<file path="src/rtl/product_select_ctrl_pkg.sv">
// Shared constants and move-FSM encoding for the product selection front end.
// The VGA pixel controller imports the same package, so the encodings must stay fixed.
package product_select_ctrl_pkg;
    localparam int NUM_OF_PRDCT = 12;
    localparam int CURSOR_W     = 4;
    localparam int NUM_BTN      = 4;

    localparam int BTN_NEXT_IDX   = 0;
    localparam int BTN_PREV_IDX   = 1;
    localparam int BTN_TOGGLE_IDX = 2;
    localparam int BTN_CLEAR_IDX  = 3;

    typedef enum logic [1:0] {
        MV_IDLE   = 2'd0,
        MV_HOLD   = 2'd1,
        MV_REPEAT = 2'd2
    } move_state_e;
endpackage

</file>
<file path="src/rtl/btn_edge_detect.sv">
// Registers a vector of pre-debounced button levels and flags rising edges.
module btn_edge_detect #(
    parameter int W = 4
) (
    input  logic         clk,
    input  logic         rst_n,
    input  logic [W-1:0] btn,
    output logic [W-1:0] rise
);
    logic [W-1:0] btn_q_r;

    // Previous-cycle sample of every button
    always_ff @(posedge clk) begin
        if (!rst_n) begin
            btn_q_r <= {W{1'b0}};
        end else begin
            btn_q_r <= btn;
        end
    end

    assign rise = btn & ~btn_q_r;
endmodule

</file>
<file path="src/rtl/product_select_ctrl.sv">
// Front-panel button handler producing the highlighted product list for the VGA side.
// Internal state updates on the press edge; output registers follow one cycle later.
module product_select_ctrl #(
    parameter int NUM_OF_PRDCT   = 12,
    parameter int CURSOR_W       = 4,
    parameter int HOLD_CYCLES    = 25_000_000,
    parameter int REPEAT_CYCLES  = 10_000_000,
    parameter int TMR_W          = 25,
    parameter int CURSOR_IN_LIST = 1
) (
    input  logic                    CLOCK_50,
    input  logic                    RESET_N,
    input  logic                    BTN_NEXT,
    input  logic                    BTN_PREV,
    input  logic                    BTN_TOGGLE,
    input  logic                    BTN_CLEAR,
    input  logic                    LOCK,
    output logic [NUM_OF_PRDCT-1:0] HighlightedProductList,
    output logic [CURSOR_W-1:0]     CursorIdx,
    output logic [CURSOR_W-1:0]     SelCount,
    output logic                    ChangePulse
);
    import product_select_ctrl_pkg::*;

    logic [NUM_BTN-1:0]      btn_s;
    logic [NUM_BTN-1:0]      rise_s;
    move_state_e             state_r, state_nxt_s;
    logic [TMR_W-1:0]        timer_r, timer_nxt_s;
    logic                    dir_r, dir_nxt_s;
    logic                    move_s, move_up_s, held_s;
    logic [NUM_OF_PRDCT-1:0] mask_r, mask_nxt_s;
    logic [CURSOR_W-1:0]     cursor_r, cursor_nxt_s;
    logic [CURSOR_W-1:0]     count_r, count_nxt_s;
    logic [NUM_OF_PRDCT-1:0] cursor_oh_s;
    logic [NUM_OF_PRDCT-1:0] list_s;
    logic                    act_s;

    assign btn_s = {BTN_CLEAR, BTN_TOGGLE, BTN_PREV, BTN_NEXT};

    btn_edge_detect #(.W(NUM_BTN)) u_edge (
        .clk   (CLOCK_50),
        .rst_n (RESET_N),
        .btn   (btn_s),
        .rise  (rise_s)
    );

    // CLEAR/TOGGLE win the cycle; the move FSM then holds its state and timer
    assign act_s  = rise_s[BTN_CLEAR_IDX] | rise_s[BTN_TOGGLE_IDX];
    assign held_s = dir_r ? BTN_NEXT : BTN_PREV;

    // Move FSM, timer and selection state registers
    always_ff @(posedge CLOCK_50) begin
        if (!RESET_N) begin
            state_r  <= MV_IDLE;
            timer_r  <= {TMR_W{1'b0}};
            dir_r    <= 1'b0;
            mask_r   <= {NUM_OF_PRDCT{1'b0}};
            cursor_r <= {CURSOR_W{1'b0}};
            count_r  <= {CURSOR_W{1'b0}};
        end else begin
            state_r  <= state_nxt_s;
            timer_r  <= timer_nxt_s;
            dir_r    <= dir_nxt_s;
            mask_r   <= mask_nxt_s;
            cursor_r <= cursor_nxt_s;
            count_r  <= count_nxt_s;
        end
    end

    // Move FSM next state: initial move on press, then hold delay, then auto-repeat
    always_comb begin
        state_nxt_s = state_r;
        timer_nxt_s = timer_r;
        dir_nxt_s   = dir_r;
        move_s      = 1'b0;
        move_up_s   = dir_r;
        if (LOCK) begin
            state_nxt_s = MV_IDLE;
            timer_nxt_s = {TMR_W{1'b0}};
        end else if (act_s) begin
            state_nxt_s = state_r;
        end else if (BTN_NEXT && BTN_PREV) begin
            state_nxt_s = MV_IDLE;
            timer_nxt_s = {TMR_W{1'b0}};
        end else begin
            case (state_r)
                MV_IDLE: begin
                    if (rise_s[BTN_NEXT_IDX] || rise_s[BTN_PREV_IDX]) begin
                        move_s      = 1'b1;
                        move_up_s   = rise_s[BTN_NEXT_IDX];
                        dir_nxt_s   = rise_s[BTN_NEXT_IDX];
                        timer_nxt_s = {TMR_W{1'b0}};
                        state_nxt_s = MV_HOLD;
                    end else begin
                        state_nxt_s = MV_IDLE;
                    end
                end
                MV_HOLD: begin
                    if (!held_s) begin
                        state_nxt_s = MV_IDLE;
                        timer_nxt_s = {TMR_W{1'b0}};
                    end else if (timer_r == TMR_W'(HOLD_CYCLES - 1)) begin
                        move_s      = 1'b1;
                        timer_nxt_s = {TMR_W{1'b0}};
                        state_nxt_s = MV_REPEAT;
                    end else begin
                        timer_nxt_s = timer_r + {{(TMR_W-1){1'b0}}, 1'b1};
                    end
                end
                MV_REPEAT: begin
                    if (!held_s) begin
                        state_nxt_s = MV_IDLE;
                        timer_nxt_s = {TMR_W{1'b0}};
                    end else if (timer_r == TMR_W'(REPEAT_CYCLES - 1)) begin
                        move_s      = 1'b1;
                        timer_nxt_s = {TMR_W{1'b0}};
                    end else begin
                        timer_nxt_s = timer_r + {{(TMR_W-1){1'b0}}, 1'b1};
                    end
                end
                default: begin
                    state_nxt_s = MV_IDLE;
                    timer_nxt_s = {TMR_W{1'b0}};
                end
            endcase
        end
    end

    assign cursor_oh_s = {{(NUM_OF_PRDCT-1){1'b0}}, 1'b1} << cursor_r;

    // Selection datapath: clear, toggle with incremental count, wrapping cursor moves
    always_comb begin
        mask_nxt_s   = mask_r;
        cursor_nxt_s = cursor_r;
        count_nxt_s  = count_r;
        if (LOCK) begin
            mask_nxt_s = mask_r;
        end else if (rise_s[BTN_CLEAR_IDX]) begin
            mask_nxt_s  = {NUM_OF_PRDCT{1'b0}};
            count_nxt_s = {CURSOR_W{1'b0}};
        end else if (rise_s[BTN_TOGGLE_IDX]) begin
            mask_nxt_s = mask_r ^ cursor_oh_s;
            if (|(mask_r & cursor_oh_s)) begin
                count_nxt_s = count_r - {{(CURSOR_W-1){1'b0}}, 1'b1};
            end else begin
                count_nxt_s = count_r + {{(CURSOR_W-1){1'b0}}, 1'b1};
            end
        end else if (move_s) begin
            if (move_up_s) begin
                cursor_nxt_s = (cursor_r == CURSOR_W'(NUM_OF_PRDCT - 1)) ? {CURSOR_W{1'b0}}
                               : cursor_r + {{(CURSOR_W-1){1'b0}}, 1'b1};
            end else begin
                cursor_nxt_s = (cursor_r == {CURSOR_W{1'b0}}) ? CURSOR_W'(NUM_OF_PRDCT - 1)
                               : cursor_r - {{(CURSOR_W-1){1'b0}}, 1'b1};
            end
        end else begin
            cursor_nxt_s = cursor_r;
        end
    end

    assign list_s = mask_r | ((CURSOR_IN_LIST != 0) ? cursor_oh_s : {NUM_OF_PRDCT{1'b0}});

    // Output registers; the pulse marks any change seen by the VGA side
    always_ff @(posedge CLOCK_50) begin
        if (!RESET_N) begin
            HighlightedProductList <= (CURSOR_IN_LIST != 0) ? {{(NUM_OF_PRDCT-1){1'b0}}, 1'b1}
                                      : {NUM_OF_PRDCT{1'b0}};
            CursorIdx              <= {CURSOR_W{1'b0}};
            SelCount               <= {CURSOR_W{1'b0}};
            ChangePulse            <= 1'b0;
        end else begin
            HighlightedProductList <= list_s;
            CursorIdx              <= cursor_r;
            SelCount               <= count_r;
            ChangePulse            <= (list_s != HighlightedProductList) ||
                                      (cursor_r != CursorIdx) || (count_r != SelCount);
        end
    end
endmodule

</file>
<file path="config.mk">
export PLATFORM = sky130hd
export DESIGN_NAME = product_select_ctrl
export DESIGN_NICKNAME = d
export VERILOG_FILES = /design/src/rtl/product_select_ctrl_pkg.sv /design/src/rtl/btn_edge_detect.sv /design/src/rtl/product_select_ctrl.sv
export SDC_FILE = /design/constraint.sdc
export NUM_CORES = 1
export LEC_CHECK = 0
export CAP_MARGIN = 20
export CORE_ASPECT_RATIO = 1.2
export CORE_UTILIZATION = 49
export CTS_CLUSTER_SIZE = 28
export DETAILED_ROUTE_END_ITERATION = 7
export PLACE_DENSITY = 0.68
export SLEW_MARGIN = 0
export SYNTH_ARGS = -nofsm -noshare
export SYNTH_HDL_FRONTEND = slang
export SYNTH_HIERARCHICAL = 1
export SYNTH_SLANG_ARGS = --single-unit
</file>
<file path="constraint.sdc">
create_clock -name CLOCK_50 -period 3.5 [get_ports CLOCK_50]
set_input_delay 0.875 -clock CLOCK_50 [delete_from_list [all_inputs] [get_ports CLOCK_50]]
set_output_delay 0.875 -clock CLOCK_50 [all_outputs]
set_load 0.01 [all_outputs]
</file>
After elaboration in Yosys (flattened, before gate mapping). Cells that the tools add are included.

Flip-flop bits (word level): 73. Input bits: 7.

$add $sub $neg: 5. Equality and inequality tests: 11. Shift operators: 1. Multiplexer cells: 36. Bitwise logic cells: 11. Reductions and logical operators: 13.

Operators by type and width (count): two-way mux 25 bit (6); one-hot mux 25 bit (3 select lines) (1); adder 25 x 1 -> 25 bit (second input constant) (1); == test 25 x 24 -> 1 bit (second input constant) (1); == test 25 bit (second input constant) (1); two-way mux 12 bit (2); two-way mux 4 bit (6); two-way mux 1 bit (15); AND 12 bit (1); inequality test 12 bit (1); bitwise OR 12 bit (1); OR reduction 12 bit (1); << shifter 1 x 4 -> 12 bit (first input constant) (1); bitwise XOR 12 bit (1); adder 4 x 1 -> 4 bit (second input constant) (2); two-way mux 2 bit (4); inequality test 4 bit (2); subtractor 4 x 1 -> 4 bit (second input constant) (2); inequality test 3 bit (second input constant) (2); one-hot mux 2 bit (3 select lines) (1); inverter 1 bit (5); AND 4 bit (1); == test 4 bit (second input constant) (1); zero test 4 bit (1); 14 further kinds (17).

Longest topological paths before layout. Gate-level depths: netlist of the first run.

Depth in word-level cells: 9. Mapped depth: 15. Depth with buffers taken out: 14.

Hierarchy. The synthesis of the first run kept the hierarchy.

Modules (own cells, without submodules): product_select_ctrl (instances 1, cells each 467, area an instance 3922.5 µm², sequential area each 1381.3 µm²); btn_edge_detect (instances 1, cells each 12, area an instance 130.1 µm², sequential area each 80.1 µm²).

Least setup slack after synthesis of the first run. No wires, ideal clock.

Path type: register -> register. Start: register cursor_r[2]. End: register count_r[3]. Setup time: 132 ps. Arrival: 2502 ps. Setup slack: 865 ps. Stages on the path, launching flop included: 16. Path buffers: 1. Clock period less this slack: 2635 ps. Cell sequence: dfxtp_1 > clkbuf_1 > inv_1 > ha_1 > nand2b_1 > inv_1 > ha_1 > nor4_1 > nand3_1 > ha_1 > a21o_1 > a21oi_1 > xnor2_1 > nor2_1 > nand2_1 > a21oi_1.

Cells in the longest elaborated chain, start to end: 6.

RTL lines: from (decl) (line product_select_ctrl.sv:32) `logic [CURSOR_W-1:0] cursor_r, cursor_nxt_s;`; from (signal assigned) (line product_select_ctrl.sv:58) `cursor_r <= {CURSOR_W{1'b0}};`; from (signal assigned) (line product_select_ctrl.sv:65) `cursor_r <= cursor_nxt_s;`; << shifter 1 x 4 -> 12 bit (line product_select_ctrl.sv:129) `assign cursor_oh_s = {{(NUM_OF_PRDCT-1){1'b0}}, 1'b1} << cursor_r;`; AND 12 bit (line product_select_ctrl.sv:143) `if (|(mask_r & cursor_oh_s)) begin`; OR reduction 12 bit (line product_select_ctrl.sv:143); two-way mux 4 bit (line product_select_ctrl.sv:143); two-way mux 4 bit (line product_select_ctrl.sv:141) `end else if (rise_s[BTN_TOGGLE_IDX]) begin`; two-way mux 4 bit (line product_select_ctrl.sv:138) `end else if (rise_s[BTN_CLEAR_IDX]) begin`; to (signal assigned) (line product_select_ctrl.sv:59) `count_r <= {CURSOR_W{1'b0}};`; to (signal assigned) (line product_select_ctrl.sv:66) `count_r <= count_nxt_s;`; to (decl) (line product_select_ctrl.sv:33) `logic [CURSOR_W-1:0] count_r, count_nxt_s;`.

No other way between the ends. The select of a mux whose other input is x is not followed. A chain may end at the register's enable or synchronous reset.

Worst setup path in the final report of the first run.
Start: register cursor_r[0]. End: register count_r[3].

Same word-level chain as after synthesis.

==> results of run 1 <==
cells in the final DEF, fill, tap and decap left out, drive strengths merged, types with 6 or more instances in the layout:
cell / instances
clkdlybuf4s50: 27
nand4: 16
xnor2: 19
ha: 38
and2: 13
buf: 8
nor2b: 6
nand2b: 8
nand3: 23
nor2: 66
nor3: 14
xor2: 19
a21oi: 22
nor4: 7
inv: 39
nor3b: 12
nand2: 29
dfxtp: 73
clkbuf: 11
stage by stage:
| stage | util | area [sq um] | worst slack (ns) | cells | hold WS, ns |
|---|---|---|---|---|---|
| 2_1_floorplan | - | 4050 | 0.865 | 479 | 0.462 |
| 3_3_place_gp | 0.564 | 4420 | 0.502 | 589 | 0.479 |
| 3_5_place_dp | 0.564 | 4420 | 0.395 | 589 | 0.491 |
| 4_1_cts | 0.595 | 4660 | 0.477 | 605 | 0.502 |
| 5_1_grt | 0.595 | 4660 | 0.213 | 605 | 0.520 |
| 6_report | 0.595 | 4660 | 0.499 | 605 | 0.496 |
power by group:
group	internal (uW)	total, uW	switching (uW)
Sequential	848	864	15.8
Combinational	86.5	202	115
Clock	492	810	317
kinds of logic (layout without fill, tap and decap cells):
| logic type | count (synthesis) | after routing | synth area share |
|---|---|---|---|
| buffers and inverters | 56 | 90 | 0.0556 |
| AOI/OAI and AO/OA | 56 | 56 | 0.0982 |
| xor gates and xnor gates | 38 | 38 | 0.0821 |
| adders and majority gates | 39 | 39 | 0.122 |
| and+or+nand+nor | 211 | 211 | 0.266 |
| muxes | 6 | 6 | 0.0154 |
| DFF | 73 | 73 | 0.361 |
worst min-delay path by stage:
stage / to / cells after the start / slack, ns
CTS: timer_r[1] / 2 / 0.50
global route: timer_r[1] / 2 / 0.52
finish: timer_r[1] / 2 / 0.50
detailed placement: timer_r[1] / 2 / 0.49
floorplan: timer_r[1] / 2 / 0.46
global placement: timer_r[1] / 2 / 0.48
cell type report:
type | instances | area [sq um]
Timing Repair Buffer | 35 | 330
Inverter | 39 | 146
Multi-Input combinational cell | 350 | 2370
Fill cell | 722 | 3180
Tap cell | 92 | 115
Sequential cell | 73 | 1460
Clock buffer | 11 | 141
Clock inverter | 5 | 103
state kept, by name, indices dropped and copies added, names as in the netlist:
register / cells
timer_r: 25
HighlightedProductList: 12
mask_r: 12
CursorIdx: 4
SelCount: 4
count_r: 4
cursor_r: 4
u_edge/btn_q_r: 4
state_r: 2
ChangePulse: 1
dir_r: 1
worst min-delay path, delay by kind of cell (launching register included):
family           cells  cell delay, ns
AO/OA/AOI/OAI        1            0.05
flip-flops           1            0.34
AND/OR/NAND/NOR      1            0.06
routing by layer:
layer  vias up  global-route usage
li1       1690                   -
met1      1566               0.256
met2        39               0.400
met3        10              0.0416
met4         0              0.0704
met5         -                   0
==> impl_metrics.json, run 1 <==
{
  "avgSynthCellArea_sq_um": 8.46,
  "die_w_um": 85.0,
  "drt-met1-wl_mm": 3.85,
  "p_total_uw": 1880,
  "cp-end-kind": "flip-flop",
  "finalCritPeriodShare": 0.857,
  "drive_gt1_frac": 0.0702,
  "fp-row-count": 35,
  "num_io_pins": 28,
  "worstSetupPathType": "reg -> reg",
  "max_freq_mhz": 333,
  "via_per_inst": 5.46,
  "grt_pass1_vias": 3184,
  "final-hold-violation-count": 0,
  "routabilityCongestion": 0.863,
  "drcViolationCount": 0,
  "path_cells": "inv_1 > ha_1 > nand2_1 > inv_1 > ha_1 > nor4_1 > nand3_1 > ha_1 > a21o_1 > a21oi_1 > xnor2_1 > nor2_1 > nand2_1 > a21oi_1",
  "wl_met3_um": 220,
  "cts_tree": "built",
  "routed.top_layer": "met4",
  "cts.path.max_buffers": 2,
  "clock_latency_ns": 0.35,
  "yosys-top-cells-area": "dfxtp_1 (36%), ha_1 (12%), nor2_1 (6.0%)",
  "vias": 3305,
  "leakage_uw": 0.00182,
  "post_cts_resized": 0,
  "clock_skew_ns": 0.00974,
  "drtIter0Drc": 140,
  "synth_common_cells": "dfxtp_1 (73), nor2_1 (65), inv_1 (39)",
  "grt_overflow": 0,
  "synth.distinct_cells": 56,
  "ant_nets": 0,
  "post_cts_buffers": 0,
  "synth_fp_nets": 525,
  "startpoint": "cursor_r[0]",
  "wl_met2_mm": 4.42,
  "worst_pin_slew_ns": 0.594,
  "worst-path-stages": 14,
  "io_buffers": 27,
  "critPathMaxFanout": 7,
  "clkTransAtPathRegs_ns": 0.08,
  "hold_class": "reg -> reg",
  "crit_buf_inv": 2,
  "crit_path_max_incr_delay_ns": 0.47,
  "min_from": "timer_r[1]",
  "fp.dieH_um": 102,
  "async_flop_share": 0,
  "fin_crit_ns": 3.00,
  "cp-endpoint": "count_r[3]",
  "ir_drop_v": 0.000181,
  "crit_required_ns": 3.72,
  "slew_viol_final": 0,
  "ctsRootBufferMaster": "clkbuf_8",
  "synth_flop_cell": "dfxtp_1",
  "reg2reg_to": "count_r[3]",
  "die_area_sq_mm": 0.00864,
  "maxSlewHeadroom": 0.600,
  "r2r_start": "cursor_r[0]",
  "synth.most_common_cell": "dfxtp_1",
  "wl_per_cell_um": 14.2,
  "final.setup.tns_ns": 0,
  "antenna_cells": 0,
  "ff2ff_path_depth": 14,
  "ctsHoldBuffers": 0,
  "startpoint_type": "flip-flop",
  "drv_cap": 0,
  "ys_seq_elements": 73,
  "grtUsageTotal": 0.218,
  "rsz0062_at_grt": "false",
  "status": "finished, final reports clean",
  "synth_warnings": 6,
  "syn_to_final_growth_pct": 15.1,
  "synth_enable_flop_cells": 0,
  "initial_core_util": 0.517,
  "htreeDepth": 3,
  "setup_violations": 0,
  "p_per_area_mw_per_mm2": 402,
  "numCtsBuffers": 9,
  "cp.arrival_ns": 3.22,
  "cpLargestDelayFamily": "adder cells",
  "grt_start_max_net_pins": 28,
  "synth_cells": 479,
  "drt_wl_total_mm": 8.58,
  "yosysTopAreaCell": "dfxtp_1",
  "yosysSeqAreaShare": 0.361,
  "grt_pass1_wl_mm": 14.9,
  "slowest_stage": "dfxtp_1",
  "netlist_area_sq_mm": 0.00405,
  "worst_path_most_repeated_cell": "ha_1",
  "dpl.hpwl_mm": 6.37,
  "synth_top_area_share": 0.361,
  "core_area_sq_mm": 0.00784,
  "cts.sink_count": 73,
  "firstDrtPassIters": 5,
  "final_nets": 554,
  "antenna_found_initial": 0,
  "ff2ff_setup_slack_ns": 0.50
}
(Power assumes the default switching activity.)
==> run 2, diff against run 1 <==
- PLACE_DENSITY: 0.68 -> 0.76
==> run 2 against run 1 <==
  * Critical path depth stayed put
  * First-iteration DRC count is 16% lower
  * Total power is 2.8% lower
  * Die area stayed put
  * Via count is 1.6% higher
  * Non-clock buffer count stayed put
  * Register-to-register slack hardly changed
  * Wire length is 1.4% higher
  * Global-route usage is 0.22 points higher
  * Maximum frequency hardly changed
  * Highest routed layer unchanged
==> impl_metrics.json, run 2 (synthesis results as in run 1) <==
{
  "clock_latency_ns": 0.36,
  "worst_pin_slew_ns": 0.616,
  "clkTransAtPathRegs_ns": 0.08,
  "routabilityCongestion": 0.907,
  "grt_pass1_wl_mm": 14.9,
  "worst_path_most_repeated_cell": "ha_1",
  "ff2ff_path_depth": 14,
  "worst_hold_slack_ns": 0.501,
  "vias": 3357,
  "worstSetupPathType": "reg -> reg",
  "core_area_sq_mm": 0.00784,
  "setup_violations": 0,
  "finalWorstSetupSlack_ns": 0.498,
  "cts_tree": "built",
  "mostFrequentLayoutCells": "dfxtp_1 (73), nor2_1 (65), inv_1 (39)",
  "drive_gt1_frac": 0.0721,
  "grt_pass1_vias": 3263,
  "fp-row-count": 35,
  "initial_core_util": 0.517,
  "p_per_area_mw_per_mm2": 392,
  "drtIter0Drc": 118,
  "pre_cts_ws_ns": 0.301,
  "holdPathStages": 2,
  "grt_start_max_net_pins": 38,
  "grt_overflow": 0,
  "cp.arrival_ns": 3.23,
  "maxSlewHeadroom": 0.586,
  "largest_register_ffs": 25,
  "slew_viol_final": 0,
  "startpoint_type": "flip-flop",
  "p_total_uw": 1820,
  "ir_drop_v": 0.000182,
  "final_common_cell": "dfxtp_1",
  "final_nets": 554,
  "numCtsBuffers": 9,
  "final-hold-violation-count": 0,
  "cts.sink_count": 73,
  "crit_required_ns": 3.73,
  "drv_cap": 0,
  "die_w_um": 85.0,
  "max_freq_mhz": 333,
  "ctsRootBufferMaster": "clkbuf_8",
  "hold_class": "reg -> reg",
  "via_per_inst": 5.55,
  "drcViolationCount": 0,
  "grtUsageTotal": 0.220,
  "fp.dieH_um": 102,
  "path_cells": "inv_1 > ha_1 > nand2_1 > inv_1 > ha_1 > nor4_1 > nand3_1 > ha_1 > a21o_1 > a21oi_1 > xnor2_1 > nor2_1 > nand2_1 > a21oi_1",
  "fin_util": 0.593,
  "ctsHoldBuffers": 0,
  "num_io_pins": 28,
  "crit_path_max_incr_delay_ns": 0.46,
  "drt_wl_total_mm": 8.70,
  "ant_nets": 0,
  "fin_crit_ns": 3.00,
  "top_regs": "timer_r (25), HighlightedProductList (12), mask_r (12)",
  "firstDrtPassIters": 4,
  "htreeDepth": 3,
  "clock_skew_ns": 0.0108,
  "post_cts_resized": 0,
  "antenna_found_initial": 0,
  "post_cts_buffers": 0,
  "dpl.hpwl_mm": 6.41,
  "die_area_sq_mm": 0.00864,
  "leakage_uw": 0.00180,
  "syn_to_final_growth_pct": 14.7,
  "final.setup.tns_ns": 0,
  "antenna_cells": 0,
  "regMostFlops": "timer_r",
  "rsz0062_at_grt": "false",
  "status": "finished, final reports clean",
  "cts.path.max_buffers": 2,
  "critPathMaxFanout": 6,
  "slowest_stage": "dfxtp_1",
  "finalCritPeriodShare": 0.858,
  "io_buffers": 27,
  "wl_per_cell_um": 14.4,
  "cp-end-kind": "flip-flop"
}
run 2: changes by cell type in the layout (fill, tap and decap cells not counted), sizes merged:
cell	delta
clkinvlp	+2
clkbuf	-1
bufinv	-1
run 2: layout make-up:
type | instances | area, sq um
fill | 698 | 3190
multi-input combinational | 350 | 2370
sequential | 73 | 1460
timing repair buffer | 35 | 330
inverter | 39 | 146
clock buffer | 10 | 138
tap | 92 | 115
clock inverter | 6 | 91.3
run 2: through the flow:
stage	instances	instance area [sq um]
CTS	605	4650
detailed placement	589	4420
finish	605	4650
floorplan	479	4050
global route	605	4650
global placement	589	4420
run 2: final timing paths:
| path | start | endpoint | slack (ns) |
|---|---|---|---|
| max | cursor_r[1] | count_r[3] | 0.50 |
| min reg2reg | timer_r[1] | timer_r[1] | 0.50 |
| max reg2reg | cursor_r[1] | count_r[3] | 0.50 |
| min | timer_r[1] | timer_r[1] | 0.50 |
run 2: worst max-delay path: cells and delay by family, from the launching register on:
kind / cells / cell delay (ns)
adders and majority gates: 3 / 0.81
and+or+nand+nor: 5 / 0.78
DFF: 1 / 0.46
AOI/OAI and AO/OA: 3 / 0.40
buffers and inverters: 2 / 0.26
xor gates and xnor gates: 1 / 0.17
run 2: report_power, final:
group | internal (uW) | total, uW | switching (uW)
Clock | 422 | 759 | 338
Sequential | 848 | 864 | 15.7
Combinational | 86.5 | 199 | 113
Total | 1360 | 1820 | 466
run 2: layer usage:
| layer | track usage | wire, um |
|---|---|---|
| met1 | 0.246 | 3770 |
| met2 | 0.406 | 4490 |
| met3 | 0.0359 | 248 |
| met4 | 0.111 | 190 |
| met5 | 0 | 0 |
==> run 3, diff against run 2 <==
- DONT_BUFFER_PORTS: unset -> 1
- PLACE_DENSITY: 0.76 -> 0.72
- clock period: 3.5 -> 3.26 ns (I/O delays scaled with it)
==> run 3 against run 2 <==
  * Non-clock buffer count fell by 29
  * Final cell count fell by 4.8%
  * Flip-flop and latch count is the same
  * Clock power down 3.6%
  * Core utilization decreased by 4.0 points
  * Sequential power increased by 8.0%
  * Wire length fell by 2.8%
==> impl_metrics.json, run 3 (synthesis results as in run 1) <==
{
  "status": "finished, final reports clean",
  "ctsHoldBuffers": 0,
  "routabilityCongestion": 0.837,
  "drtIter0Drc": 139,
  "num_io_pins": 28,
  "firstDrtPassIters": 4,
  "antenna_cells": 0,
  "cpLargestDelayFamily": "adder cells",
  "clock_latency_ns": 0.36,
  "grt_start_max_net_pins": 38,
  "leakage_uw": 0.00168,
  "final-hold-violation-count": 0,
  "die_area_sq_mm": 0.00864,
  "die_w_um": 85.0,
  "reg2reg_to": "count_r[3]",
  "fin_crit_ns": 2.98,
  "syn_to_final_growth_pct": 7.01,
  "pre_cts_ws_ns": 0.308,
  "io_buffers": 0,
  "fillCellCount": 757,
  "crit_path_max_incr_delay_ns": 0.39,
  "clkTransAtPathRegs_ns": 0.09,
  "setup_violations": 0,
  "drcViolationCount": 0,
  "grt_overflow": 0,
  "final_nets": 525,
  "ctsRootBufferMaster": "clkbuf_8",
  "holdPathStages": 2,
  "drt_wl_total_mm": 8.46,
  "final_common_cell": "dfxtp_1",
  "drive_gt1_frac": 0.0723,
  "clock_skew_ns": 0.0135,
  "crit_buf_inv": 1,
  "finalCritPeriodShare": 0.914,
  "top_regs": "timer_r (25), HighlightedProductList (12), mask_r (12)",
  "rsz0062_at_grt": "false",
  "antenna_found_initial": 0,
  "fp.dieH_um": 102,
  "path_cells": "ha_1 > ha_1 > nand2b_1 > inv_1 > ha_1 > nor4_1 > nand3_1 > ha_1 > a21o_1 > a21oi_1 > xnor2_1 > a22oi_1 > a21oi_1",
  "largest_register_ffs": 25,
  "fp-row-count": 35,
  "p_per_area_mw_per_mm2": 425,
  "r2r_start": "cursor_r[0]",
  "grt_pass1_wl_mm": 14.6,
  "ant_nets": 0,
  "dpl.hpwl_mm": 6.31,
  "cts_tree": "built",
  "grt_pass1_vias": 3177,
  "critPathMaxFanout": 7,
  "ff2ff_path_depth": 13,
  "vias": 3220,
  "initial_core_util": 0.517,
  "wl_per_cell_um": 14.7,
  "worst_pin_slew_ns": 0.898,
  "regMostFlops": "timer_r",
  "max_freq_mhz": 336,
  "drv_cap": 0,
  "ff2ff_setup_slack_ns": 0.28,
  "cts.sink_count": 73,
  "hold_class": "reg -> reg",
  "worst_path_most_repeated_cell": "ha_1",
  "cp.arrival_ns": 3.28,
  "post_cts_buffers": 0,
  "worstSetupPathType": "reg -> reg",
  "cp-end-kind": "flip-flop",
  "min_from": "timer_r[1]",
  "crit_required_ns": 3.56,
  "maxSlewHeadroom": 0.401,
  "ir_drop_v": 0.000206,
  "core_area_sq_mm": 0.00784,
  "hold_end": "timer_r[1]",
  "htreeDepth": 3,
  "slew_viol_final": 0,
  "slowest_stage": "dfxtp_1",
  "via_per_inst": 5.59,
  "mostFrequentLayoutCells": "dfxtp_1 (73), nor2_1 (65), inv_1 (39)",
  "numCtsBuffers": 9,
  "startpoint_type": "flip-flop",
  "post_cts_resized": 0,
  "final.setup.tns_ns": 0,
  "finalWorstSetupSlack_ns": 0.280,
  "grtUsageTotal": 0.215,
  "cts.path.max_buffers": 2
}
## run 3: worst max path at each step
stage / slack (ns) / end / depth (start not counted) / startpoint
after floorplan: 0.63 / count_r[3] / 15 / cursor_r[2]
after global placement: 0.49 / count_r[3] / 13 / cursor_r[0]
after detailed placement: 0.31 / count_r[3] / 13 / cursor_r[0]
after CTS: 0.29 / count_r[3] / 13 / cursor_r[0]
after global routing: 0.04 / count_r[3] / 13 / cursor_r[0]
final: 0.28 / count_r[3] / 13 / cursor_r[0]
## run 3: stage by stage
stage               instances  cell area [sq um]  hold WS, ns  total power (uW)   util
floorplan                 479               4050        0.462              1090      -
global placement          560               4130        0.477              1130  0.527
detailed placement        560               4130        0.488              1130  0.527
CTS                       576               4340        0.498              1860  0.553
global route              576               4340        0.536              1930  0.553
finish                    576               4340        0.494              1840  0.553
## run 3: report_power, final
group	switching (uW)	total, uW	internal, uW
sequential	22.4	933	911
combinational	106	177	70.2
clock	373	732	360
total	502	1840	1340
## run 3: worst min-delay path, delay by kind of cell, from the launching register on
kind / cells / cell delay, ns
DFF: 1 / 0.34
AOI/OAI and AO/OA: 1 / 0.05
and+or+nand+nor: 1 / 0.06
## run 3: area by class of cell
| cell class | count | area [sq um] | share of cell area |
|---|---|---|---|
| Clock inverter | 7 | 78.8 | 0.0182 |
| Sequential cell | 73 | 1460 | 0.337 |
| Timing Repair Buffer | 6 | 45.0 | 0.0104 |
| Inverter | 39 | 146 | 0.0338 |
| Multi-Input combinational cell | 350 | 2370 | 0.546 |
| Tap cell | 92 | 115 | 0.0265 |
| Clock buffer | 9 | 124 | 0.0286 |
## run 3: per-layer routing
layer  routed length [um]  track usage  up-vias
li1                     -            -     1633
met1                 3670        0.242     1510
met2                 4290        0.383       60
met3                  282       0.0473       17
met4                  206        0.111        0
met5                    0            0        -
